## config.mk

```make
export PLATFORM = sky130hd
export DESIGN_NAME = fifo_stream_reader
export DESIGN_NICKNAME = d
export VERILOG_FILES = /design/src/rtl/fifo_rd_pkg.sv /design/src/rtl/rd_skid_buf.sv /design/src/rtl/fifo_stream_reader.sv
export SDC_FILE = /design/constraint.sdc
export NUM_CORES = 1
export LEC_CHECK = 0
export BUFFER_PORTS_ARGS = -buffer_cell sky130_fd_sc_hd__buf_2
export CAP_MARGIN = 20
export CELL_PAD_IN_SITES_DETAIL_PLACEMENT = 2
export CELL_PAD_IN_SITES_GLOBAL_PLACEMENT = 2
export CORE_MARGIN = 1.5
export CORE_UTILIZATION = 32
export CTS_CLUSTER_DIAMETER = 30
export DETAILED_ROUTE_END_ITERATION = 12
export PLACE_DENSITY_LB_ADDON = 0.1
export SKIP_LAST_GASP = 1
export SYNTH_ARGS = -nofsm -noshare
export SYNTH_HDL_FRONTEND = slang
export SYNTH_SLANG_ARGS = --single-unit
export TNS_END_PERCENT = 20
```

## constraint.sdc

```tcl
create_clock -name clk_i -period 2.1 [get_ports clk_i]
set_clock_uncertainty 0.2 [all_clocks]
set_input_delay 0.21 -clock clk_i [delete_from_list [all_inputs] [get_ports clk_i]]
set_output_delay 0.21 -clock clk_i [all_outputs]
set_load 0.1 [all_outputs]
```

## src/rtl/fifo_rd_pkg.sv

```systemverilog
// Shared types and helpers for the FIFO read-side streaming master.
package fifo_rd_pkg;

  localparam int BUF_DEPTH = 2;

  typedef logic [1:0] occ_t;
  typedef logic [2:0] lvl_t;

  // Words held or in flight after this cycle: buffered + arriving - leaving.
  function automatic lvl_t next_level(input occ_t occ, input logic arrive, input logic leave);
    return lvl_t'(occ) + lvl_t'(arrive) - lvl_t'(leave);
  endfunction

endpackage

```

## src/rtl/rd_skid_buf.sv

```systemverilog
// Two-entry register buffer that absorbs the FIFO read latency; the head drives the stream.
module rd_skid_buf
  import fifo_rd_pkg::*;
#(
  parameter int DWIDTH = 8
) (
  input  logic              clk_i,
  input  logic              srst_i,
  input  logic              wr_i,
  input  logic [DWIDTH-1:0] wr_data_i,
  input  logic              pop_i,
  output occ_t              occ_o,
  output logic              valid_o,
  output logic [DWIDTH-1:0] head_o
);

  typedef logic [DWIDTH-1:0] data_t;

  data_t head_q, head_d;
  data_t tail_q, tail_d;
  occ_t  occ_q, occ_d;
  logic  valid_q, valid_d;
  lvl_t  lvl;

  always_comb begin
    lvl     = next_level(occ_q, wr_i, pop_i);
    occ_d   = lvl[1:0];
    valid_d = (lvl != '0);
    head_d  = head_q;
    tail_d  = tail_q;
    // A write during a pop with one entry goes straight to the head to keep order.
    if (pop_i) begin
      if (occ_q == 2'd2) begin
        head_d = tail_q;
        if (wr_i) tail_d = wr_data_i;
      end else if (wr_i) begin
        head_d = wr_data_i;
      end
    end else if (wr_i) begin
      if (occ_q == 2'd0) head_d = wr_data_i;
      else               tail_d = wr_data_i;
    end
  end

  always_ff @(posedge clk_i) begin
    if (srst_i) begin
      head_q  <= '0;
      tail_q  <= '0;
      occ_q   <= '0;
      valid_q <= 1'b0;
    end else begin
      head_q  <= head_d;
      tail_q  <= tail_d;
      occ_q   <= occ_d;
      valid_q <= valid_d;
    end
  end

  assign occ_o   = occ_q;
  assign valid_o = valid_q;
  assign head_o  = head_q;

  a_no_overflow : assert property (@(posedge clk_i) disable iff (srst_i)
    lvl <= lvl_t'(BUF_DEPTH));

  a_no_underflow : assert property (@(posedge clk_i) disable iff (srst_i)
    !(pop_i && occ_q == 2'd0));

endmodule

```

## src/rtl/fifo_stream_reader.sv

```systemverilog
// Autonomous FIFO reader presenting words as a valid/ready stream at one word per cycle.
module fifo_stream_reader
  import fifo_rd_pkg::*;
#(
  parameter int DWIDTH = 8,
  parameter int CWIDTH = 16
) (
  input  logic              clk_i,
  input  logic              srst_i,
  input  logic              fifo_empty_i,
  input  logic [DWIDTH-1:0] fifo_rddata_i,
  output logic              fifo_rd_o,
  output logic [DWIDTH-1:0] m_data_o,
  output logic              m_valid_o,
  input  logic              m_ready_i,
  output logic [CWIDTH-1:0] words_cnt_o
);

  logic              pend_q, pend_d;
  logic [CWIDTH-1:0] cnt_q, cnt_d;
  occ_t              occ;
  logic              pop;
  lvl_t              lvl_after;

  assign pop = m_valid_o & m_ready_i;

  // Only read when the word landing next cycle is guaranteed a free slot.
  always_comb begin
    lvl_after = next_level(occ, pend_q, pop);
    fifo_rd_o = ~srst_i & ~fifo_empty_i & (lvl_after < lvl_t'(BUF_DEPTH));
    pend_d    = fifo_rd_o;
    cnt_d     = cnt_q + {{(CWIDTH-1){1'b0}}, pop};
  end

  always_ff @(posedge clk_i) begin
    if (srst_i) begin
      pend_q <= 1'b0;
      cnt_q  <= '0;
    end else begin
      pend_q <= pend_d;
      cnt_q  <= cnt_d;
    end
  end

  rd_skid_buf #(
    .DWIDTH(DWIDTH)
  ) u_buf (
    .clk_i    (clk_i),
    .srst_i   (srst_i),
    .wr_i     (pend_q),
    .wr_data_i(fifo_rddata_i),
    .pop_i    (pop),
    .occ_o    (occ),
    .valid_o  (m_valid_o),
    .head_o   (m_data_o)
  );

  assign words_cnt_o = cnt_q;

  a_hold_under_stall : assert property (@(posedge clk_i) disable iff (srst_i)
    (m_valid_o && !m_ready_i) |=> (m_valid_o && $stable(m_data_o)));

  a_no_read_when_empty : assert property (@(posedge clk_i) disable iff (srst_i)
    !(fifo_rd_o && fifo_empty_i));

endmodule

```

Word level (Yosys, flattened, before mapping)

Cells that the tools add are included.

Register bits after elaboration: 36
Input bits: 12
Output and inout bits: 26
Logic and storage cells: 35

Add/subtract/negate cells: 3
Magnitude comparators: 1
Eq/ne operators: 4
Muxes and demuxes: 9
Bitwise operators: 5
Reductions and logical operators: 7

Operators by type and width:

| cell                                               | count |
|---|---|
| 2-to-1 mux 8 bit                                   | 9 |
| adder 16 x 1 -> 16 bit                             | 1 |
| nonzero test 2 bit                                 | 3 |
| != test 2 bit, second input constant               | 2 |
| AND reduction 4 bit                                | 1 |
| adder 2 x 1 -> 3 bit                               | 1 |
| bitwise AND 1 bit                                  | 3 |
| < comparator 3 x 2 -> 1 bit, second input constant | 1 |
| AND reduction 3 bit                                | 1 |
| nonzero test 3 bit                                 | 1 |
| subtractor 3 x 1 -> 3 bit                          | 1 |
| == test 2 bit, second input constant               | 1 |
| logical NOT 2 bit                                  | 1 |
| != test 2 x 1 -> 1 bit, second input constant      | 1 |
| inverter 1 bit                                     | 2 |

Depth between registers and ports, before layout

Gate-level depths: netlist (run 1).

Depth after elaboration: 4
Mapped depth: 8

Hierarchy

From an unflattened synthesis (run 1), not the netlist that was laid out.

Cell total of the unflattened synthesis: 169
Area, all modules: 1641.6 um2

Modules (own cells, without submodules):

| module             | instances | cells each | area each (um2) | seq. area each (um2) |
|---|---|---|---|---|
| fifo_stream_reader | 1         | 89         | 840.8           | 340.3 |
| rd_skid_buf        | 1         | 80         | 800.8           | 380.4 |

Worst setup path after synthesis (run 1)

OpenSTA, ideal clock, no wires.

Path type: register -> output
Start: reg u_buf.valid_q, in the netlist u_buf.valid_o
End: out fifo_rd_o
Arrival: 4.977 ns
Slack: -3.287 ns
Stages on the path, launching flop included: 7
Cell sequence: dfxtp_1 nand2_1 nand2_1 nand2_1 ha_1 fa_1 nor4_1

Longest elaborated chain between the ends: 4

Ends and longest elaborated chain:

| item                        | RTL line                 | text |
|---|---|---|
| start: declaration          | rd_skid_buf.sv:22        | `logic valid_q, valid_d;` |
| start signal: assignment    | rd_skid_buf.sv:55        | `valid_q <= valid_d;` |
| bitwise AND 1 bit           | fifo_stream_reader.sv:25 | `assign pop = m_valid_o & m_ready_i;` |
| subtractor 3 x 1 -> 3 bit   | fifo_rd_pkg.sv:11        | `return lvl_t'(occ) + lvl_t'(arrive) - lvl_t'(leave);` |
| net lvl_after[1]            | fifo_stream_reader.sv:23 | `lvl_t lvl_after;` |
| < comparator 3 x 2 -> 1 bit | fifo_stream_reader.sv:30 | `fifo_rd_o = ~srst_i & ~fifo_empty_i & (lvl_after < lvl_t'(BUF_DEPTH));` |
| bitwise AND 1 bit           | fifo_stream_reader.sv:30 |  |
| end: declaration            | fifo_stream_reader.sv:12 | `output logic fifo_rd_o,` |

The timed path passes the listed nets, and every way through them passes these cells.

Worst setup path after layout (run 1)

Start: reg u_buf.occ_q[0], in the netlist u_buf.occ_o[0]
End: out fifo_rd_o

Longest elaborated chain between the ends: 4

Ends and longest elaborated chain:

| item                        | RTL line                 | text |
|---|---|---|
| start: declaration          | rd_skid_buf.sv:21        | `occ_t occ_q, occ_d;` |
| start signal: assignment    | rd_skid_buf.sv:49        | `occ_q <= '0;` |
| start signal: assignment    | rd_skid_buf.sv:54        | `occ_q <= occ_d;` |
| adder 2 x 1 -> 3 bit        | fifo_rd_pkg.sv:11        |  |
| subtractor 3 x 1 -> 3 bit   | fifo_rd_pkg.sv:11        |  |
| net lvl_after[1]            | fifo_stream_reader.sv:23 |  |
| < comparator 3 x 2 -> 1 bit | fifo_stream_reader.sv:30 |  |
| bitwise AND 1 bit           | fifo_stream_reader.sv:30 |  |

The timed path passes the listed nets, and every way through them passes these cells.

==> metrics.md, run 1 <==
| Metric | Value |
|---|---|
| Clock network power share | `a little over a fifth` |
| PD cells | `~1300 nW/um2` |
| Cells along the critical path | `nand3b_4 > nand2_4 > ha_4 > fa_2 > nor4_4 > buf_12` |
| Initial antenna violation count | `0` |
| Vias per cell | `4.75` |
| Fin crit period | `2.44 ns` |
| Final Net Count | `between 200 and 250` |
| Least-Margin Pin Slew | `about 0.73 ns` |
| Critical Path AT | `approximately 2.0 ns` |
| Synth-to-layout area growth | `34.1%` |
| GRT Total Usage | `16.9%` |
| Register area share after synthesis | `44.7%` |
| RR Endpoint | `words_cnt_o[6]$_SDFF_PP0_` |
| Total wire length | `4230 um` |
| Non-Filler Instances | `281` |
| Via Count | `1335` |
| Aggregate global routing overflow | `0` |
| Register Area | `about 740 um2` |
| Flip-flop and latch count after synthesis | `36` |
| Clock sink total | `36` |
| Comb power frac | `~47%` |
| Layout Utilization | `~45%` |
| Placed cells | `roughly 270` |
| Synth Net Count | `~180` |
| Placement Cell Area | `approximately 1900 um2` |
| Distinct cells, synth | `32` |
| Status | `finished, violations left` |
| Pint | `0.00152 W` |
| Sw Share | `approximately 44%` |
| Worst path max stage delay | `0.48 ns` |
| Slew headroom | `51.4%` |
| Top Ports | `38` |
| Critical path launch point type | `register` |
| Initial drt markers | `18` |
| Initial Util | `between 30% and 40%` |
| Total leakage power | `just over 0.9 nW` |
| CTS Buf Count | `5` |
| Final setup fails | `1` |
| Diodes inserted | `0` |
| Most frequent cells in the layout | `buf_2 (36), nor2_1 (33), dfxtp_1 (23), mux2i_1 (16), xnor2_1 (12)` |
| DR DRC count | `0` |
| Final WS setup | `-0.342 ns` |
| Avg WL per Cell | `15.0 um` |
| Worst-Skew Late Latency | `0.29 ns` |
| Gate Count Post-Synth | `160` |
| Global-route wire length before repair | `6870 um` |
| Die Y-Extent | `74.0 um` |
| Max FO, Critical Path | `4` |
| Syn. warnings | `0` |
| Critical Path Sink Type | `output pin` |
| CP Class | `reg2out` |
| Die X | `74.0 um` |
| Antenna Nets Post-Route | `0` |
| VDD IR max | `approximately 800 uV` |
| H-tree depth | `2` |
| CP required | `roughly 1.7 ns` |
| Hold Fails Final Rpt | `0` |
| CTS max path bufs | `2` |
| Fin area | `2160 um2` |
| Iteration count of the initial detailed-routing pass | `3` |
| Layout cell share with drive strength beyond 1 | `between 40% and 50%` |
| GPL Wtd Cong | `around 0.75` |
| Slowest-stage cell, CP | `fa_2` |
| Worst hold margin | `~0.015 ns` |
| MaxCap Viol Count | `0` |
| Hold Path Depth | `3` |
| IO Port Bufs | `37` |
| Reg2reg path depth | `8` |
| RSZ-0062 raised after global routing | `yes` |
| Hold EP | `u_buf.tail_q[4]$_SDFFE_PP0P_` |
| Power share of the sequential group | `32.7%` |
| R2r setup slk | `~0.03 ns` |
| Site Rows | `25` |
| Reg2reg start | `u_buf.valid_o$_SDFF_PP0_` |
| Vias in the first global route | `1481` |
| Placeable Area | `around 4800 um2` |
| Switch Pwr | `around 0.0012 W` |
| FILL cells | `530` |
| Full die area | `between 5000 and 6000 um2` |
| Fin crit share | `116%` |
| Mapped cell area | `around 1600 um2` |
| TritonCTS clock tree | `built` |
| Final Max Tran Viols | `0` |
| Worst-path clk slew | `~0.070 ns` |
| Root buf cell | `clkbuf_8` |
| Footprint of the multi-input gates | `878 um2` |
| Largest net degree at the start of global routing | `32` |
| Worst min path class | `in2reg` |
| Failing checks | `negative setup slack` |
| Leading cell type in the layout, fill and taps excluded | `buf_2` |
| Hold path start | `fifo_rddata_i[4]` |
| Max Fclk | `409 MHz` |
| Post-DP HPWL | `3140 um` |
| Avg Cell Area, Syn | `around 10 um2` |
[metal layers]
| layer | global-route usage [%] | vias up | share of wire [%] |
|---|---|---|---|
| li1 | - | 650 | - |
| met1 | 19.0 | 651 | 41 |
| met2 | 30.1 | 27 | 53 |
| met3 | 4.74 | 7 | 3.5 |
| met4 | 6.38 | 0 | 1.8 |
| met5 | 0 | - | 0 |
[synth_stat cells, drive strengths merged]
cell	count	area share, %
a31oi	1	1.3
nand3b	1	1.2
or3	1	0.39
o21ai	2	0.62
dfxtp	36	45
fa	1	1.2
nor2b	5	1.9
buf	3	2.2
nor3	5	1.6
mux2i	16	9.9
or2	1	0.39
mux2	1	0.70
xor2	1	0.54
inv	5	1.2
xnor2	12	6.5
nand4	2	1.2
a21oi	1	0.31
clkbuf	3	0.70
nand2	7	1.8
o2bb2ai	1	0.54
a211oi	8	6.2
nor4	5	2.3
ha	3	2.3
nand3	6	2.5
nor2	33	7.7
[cell type report]
type | instances | area share [%]
Tap cell | 67 | 3.88
Timing Repair Buffer | 52 | 15.3
Multi-Input combinational cell | 113 | 40.6
Clock inverter | 2 | 0.579
Clock buffer | 6 | 4.34
Sequential cell | 36 | 34.4
Inverter | 5 | 0.868
[through the flow]
stage	worst slack [ns]	total power (W)	setup TNS (ns)
6_report	-0.342	0.00273	-0.342
5_1_grt	-0.414	0.00287	-0.618
4_1_cts	-0.435	0.00276	-0.435
3_5_place_dp	-0.117	0.00213	-0.117
3_3_place_gp	-0.0193	0.00205	-0.0193
2_1_floorplan	-0.818	0.00183	-0.818
[sequential cells by signal, summed over array words and instances, names as in the netlist]
| signal | flops |
|---|---|
| pend_q | 1 |
| u_buf.head_o | 8 |
| u_buf.occ_o | 2 |
| u_buf.tail_q | 8 |
| u_buf.valid_o | 1 |
| words_cnt_o | 16 |
[worst max-delay path by stage]
stage | from | slack [ns] | cells past startpoint | end
2_1_floorplan | u_buf.valid_o$_SDFF_PP0_ | -0.82 | 6 | fifo_rd_o
3_3_place_gp | m_ready_i | -0.02 | 8 | fifo_rd_o
4_1_cts | u_buf.valid_o$_SDFF_PP0_ | -0.43 | 7 | fifo_rd_o
6_report | u_buf.occ_o[0]$_SDFF_PP0_ | -0.34 | 6 | fifo_rd_o
3_5_place_dp | m_ready_i | -0.12 | 8 | fifo_rd_o
5_1_grt | u_buf.occ_o[0]$_SDFF_PP0_ | -0.41 | 6 | fifo_rd_o
[kinds of logic (layout without fill, tap and decap cells)]
| kind of cell | count (synthesis) | in the layout | share of synthesized area (%) |
|---|---|---|---|
| AND/OR/NAND/NOR | 66 | 66 | 20.9 |
| XOR/XNOR | 13 | 13 | 7.06 |
| multiplexers | 17 | 17 | 10.6 |
| flip-flops | 36 | 36 | 44.7 |
| AO/OA/AOI/OAI | 13 | 13 | 9.00 |
| buffers and inverters | 11 | 65 | 4.11 |
| adder cells (fa/ha/maj) | 4 | 4 | 3.57 |
[power groups by stage]
stage,registers (W),logic (W),clock network (W)
global route,0.000906,0.00135,0.000619
detailed placement,0.000892,0.00124,0
global placement,0.000876,0.00117,0
CTS,0.000888,0.00128,0.000595
finish,0.000892,0.00127,0.000567
floorplan,0.00131,0.000517,0
[worst max-delay path: cells and delay by family, from the launching register on]
family | cells | cell delay, ns
adders and majority gates | 2 | 0.60
and+or+nand+nor | 3 | 0.57
DFF | 1 | 0.36
buffers and inverters | 1 | 0.22
[what timing repair did]
item	CTS	global route
gates cloned	0	0
endpoints found under the hold margin	7	0
hold buffers	7	0
endpoints found under the setup margin	1	4
gates resized for setup	6	3
setup buffers	0	0
pin swaps	5	3
(Power assumes the default switching activity.)
==> inputs of run 2 (changes only) <==
--- a/config.mk
+++ b/config.mk
@@ -10,7 +10,8 @@
 export CELL_PAD_IN_SITES_DETAIL_PLACEMENT = 2
 export CELL_PAD_IN_SITES_GLOBAL_PLACEMENT = 2
 export CORE_MARGIN = 1.5
-export CORE_UTILIZATION = 32
+export CORE_UTILIZATION = 34
+export CTS_BUF_LIST = sky130_fd_sc_hd__clkbuf_8
 export CTS_CLUSTER_DIAMETER = 30
 export DETAILED_ROUTE_END_ITERATION = 12
 export PLACE_DENSITY_LB_ADDON = 0.1
==> run 2 against run 1 <==
Compared with the run above:
- the flow still finishes with violations (negative setup slack)
- combinational power is essentially flat
- routed wire length is essentially flat
- global-route usage grew 0.83 points
==> metrics.md, run 2 (synthesis gave the netlist of run 1 again) <==
| Metric | Value |
|---|---|
| Reg2reg path depth | `9 (+1)` |
| Cells along the critical path | `nand3b_4 > nand2_2 > ha_4 > fa_2 > nor4_4 > buf_12` |
| Least-Margin Pin Slew | `0.723 ns (-0.00602 ns)` |
| Power Total | `0.00279 W (+2.0%)` |
| Status | `finished, violations left` |
| CTS max path bufs | `2 (unchanged)` |
| Initial antenna violation count | `0 (unchanged)` |
| Total leakage power | `0.945 nW (+2.1%)` |
| Total wire length | `4220 um (about the same)` |
| Critical Path Sink Type | `output pin` |
| Critical Path AT | `1.98 ns (-0.05 ns)` |
| Final Net Count | `232 (+1.3%)` |
| Leading cell type in the layout, fill and taps excluded | `buf_2` |
| Worst min path class | `in2reg` |
| Vias in the first global route | `1550 (+4.7%)` |
| DR DRC count | `0 (unchanged)` |
| Top Ports | `38 (unchanged)` |
| Max Fclk | `418 MHz (+2.2%)` |
| Iteration count of the initial detailed-routing pass | `3 (unchanged)` |
| Die X | `71.9 um (-2.9%)` |
| H-tree depth | `2 (unchanged)` |
| Synth-to-layout area growth | `33.4%` |
| Die Y-Extent | `71.9 um (-2.9%)` |
| Placeable Area | `4440 um2 (-7.1%)` |
| R2r setup slk | `0 ns (-0.03 ns)` |
| CP required | `1.69 ns (about the same)` |
| Final Max Tran Viols | `0 (unchanged)` |
| Final WS setup | `-0.291 ns (+0.0516 ns)` |
| FILL cells | `471 (-11%)` |
| Root buf cell | `clkbuf_8` |
| Worst-path clk slew | `0.07 ns (about the same)` |
| RSZ-0062 raised after global routing | `yes` |
| Global-route wire length before repair | `7040 um (+2.5%)` |
| Max FO, Critical Path | `3 (-1)` |
| TritonCTS clock tree | `built` |
| Fin crit share | `114% (-2.5 points)` |
| Avg WL per Cell | `15.7 um (+4.4%)` |
| Hold path start | `fifo_rddata_i[5]` |
| Vias per cell | `5.05 (+6.3%)` |
| Critical Path Start | `u_buf.occ_o[0]$_SDFF_PP0_` |
| Post-DP HPWL | `3250 um (+3.4%)` |
| Layout cell share with drive strength beyond 1 | `42.9% (+1.7 points)` |
| Full die area | `5170 um2 (-5.6%)` |
| Crit path to | `fifo_rd_o` |
| RR Endpoint | `words_cnt_o[6]$_SDFF_PP0_` |
| Most frequent cells in the layout | `buf_2 (36), nor2_1 (33), dfxtp_1 (23), mux2i_1 (16), buf_4 (13)` |
| Slowest-stage cell, CP | `fa_2` |
| Antenna Nets Post-Route | `0 (unchanged)` |
| Fin crit period | `2.39 ns (-0.0516 ns)` |
| GPL Wtd Cong | `0.768 (+2.0%)` |
| Worst-Skew Late Latency | `0.29 ns (about the same)` |
| Register Area | `742 um2 (-0.34%)` |
| Diodes inserted | `0 (unchanged)` |
| Failing checks | `negative setup slack` |
| Max reg flops | `16 (unchanged)` |
| Aggregate global routing overflow | `0 (unchanged)` |
| Site Rows | `24 (-4.0%)` |
| Hold Fails Final Rpt | `0 (unchanged)` |
| Clock sink total | `36 (unchanged)` |
| Worst path max stage delay | `0.45 ns (-0.03 ns)` |
| GRT Total Usage | `17.7% (+0.83 points)` |
| Initial drt markers | `23 (+5)` |
| IO Port Bufs | `37 (unchanged)` |
| Largest net degree at the start of global routing | `21 (-34%)` |
| Footprint of the multi-input gates | `868 um2 (-1.1%)` |
| CTS Buf Count | `5 (unchanged)` |
| PD cells | `1300 nW/um2 (+2.5%)` |
| Pre-CTS setup slack | `-0.0531 ns (+0.0637 ns)` |
| Critical path launch point type | `register` |
| Slew headroom | `51.8% (+0.40 points)` |
| VDD IR max | `849 uV (+6.3%)` |
| CP Class | `reg2out` |
| Via Count | `1359 (+1.8%)` |
| MaxCap Viol Count | `0 (unchanged)` |
| Initial Util | `36.3% (+2.6 points)` |
| Final setup fails | `2 (+1)` |
| Reg2reg start | `u_buf.valid_o$_SDFF_PP0_` |
## run 2: changes by cell type in the layout (fill, tap and decap cells not counted), moves of 2 or more
cell	change
buf_4	+5
nand2_4	-2
nand2_2	+2
dlygate4sd3_1	-2
## run 2: how the worst min path moves through the flow
stage                                    to  slack [ns]  depth (start not counted)
2_1_floorplan             pend_q$_SDFF_PP0_        0.09                          1
3_3_place_gp              pend_q$_SDFF_PP0_        0.22                          2
3_5_place_dp              pend_q$_SDFF_PP0_        0.23                          2
4_1_cts        u_buf.tail_q[5]$_SDFFE_PP0P_       0.007                          3
5_1_grt        u_buf.tail_q[1]$_SDFFE_PP0P_        0.03                          3
6_report       u_buf.tail_q[5]$_SDFFE_PP0P_        0.01                          3
## run 2: layout make-up
class / count / area share, %
tap: 52 / 3.02
clock buffer: 5 / 3.20
timing repair buffer: 55 / 16.2
sequential: 36 / 34.5
inverter: 5 / 0.872
multi-input combinational: 113 / 40.3
clock inverter: 3 / 1.92
## run 2: what timing repair did
| item | CTS | global route |
|---|---|---|
| resized for setup | 5 | 1 |
| pin swaps | 4 | 2 |
| setup buffers | 0 | 0 |
| setup endpoints to repair | 3 | 6 |
| hold buffers | 5 | 0 |
| hold endpoints to repair | 5 | 0 |
## run 2: stage by stage
step | std cells | hold WS, ns | utilization (%) | setup TNS [ns] | cell area (um2)
CTS | 269 | 0.00724 | 48.3 | -0.419 | 2150
floorplan | 160 | 0.0887 | - | -0.818 | 1650
finish | 269 | 0.0123 | 48.4 | -0.292 | 2150
global placement | 256 | 0.220 | 44.3 | -0.00756 | 1970
detailed placement | 256 | 0.232 | 44.3 | -0.107 | 1970
global route | 269 | 0.0319 | 48.4 | -0.861 | 2150
## run 2: routing by layer
metal | wire length [um] | vias up | GRT usage (%)
met3 | 119 | 5 | 3.52
met4 | 48 | 0 | 6.29
li1 | - | 656 | -
met2 | 2300 | 27 | 34.9
met1 | 1760 | 671 | 18.2
met5 | 0 | - | 0
## run 2: worst max-delay path: cells and delay by family (launching register included)
family,cells,cell delay [ns]
flip-flops,1,0.36
AND/OR/NAND/NOR,3,0.52
buffers and inverters,1,0.21
adder cells (fa/ha/maj),2,0.61
## run 2: where the power goes
part	total, W	switching, W	internal (W)
clock	0.000608	0.000255	0.000352
sequential	0.000882	0.0000839	0.000798
combinational	0.00130	0.000856	0.000442
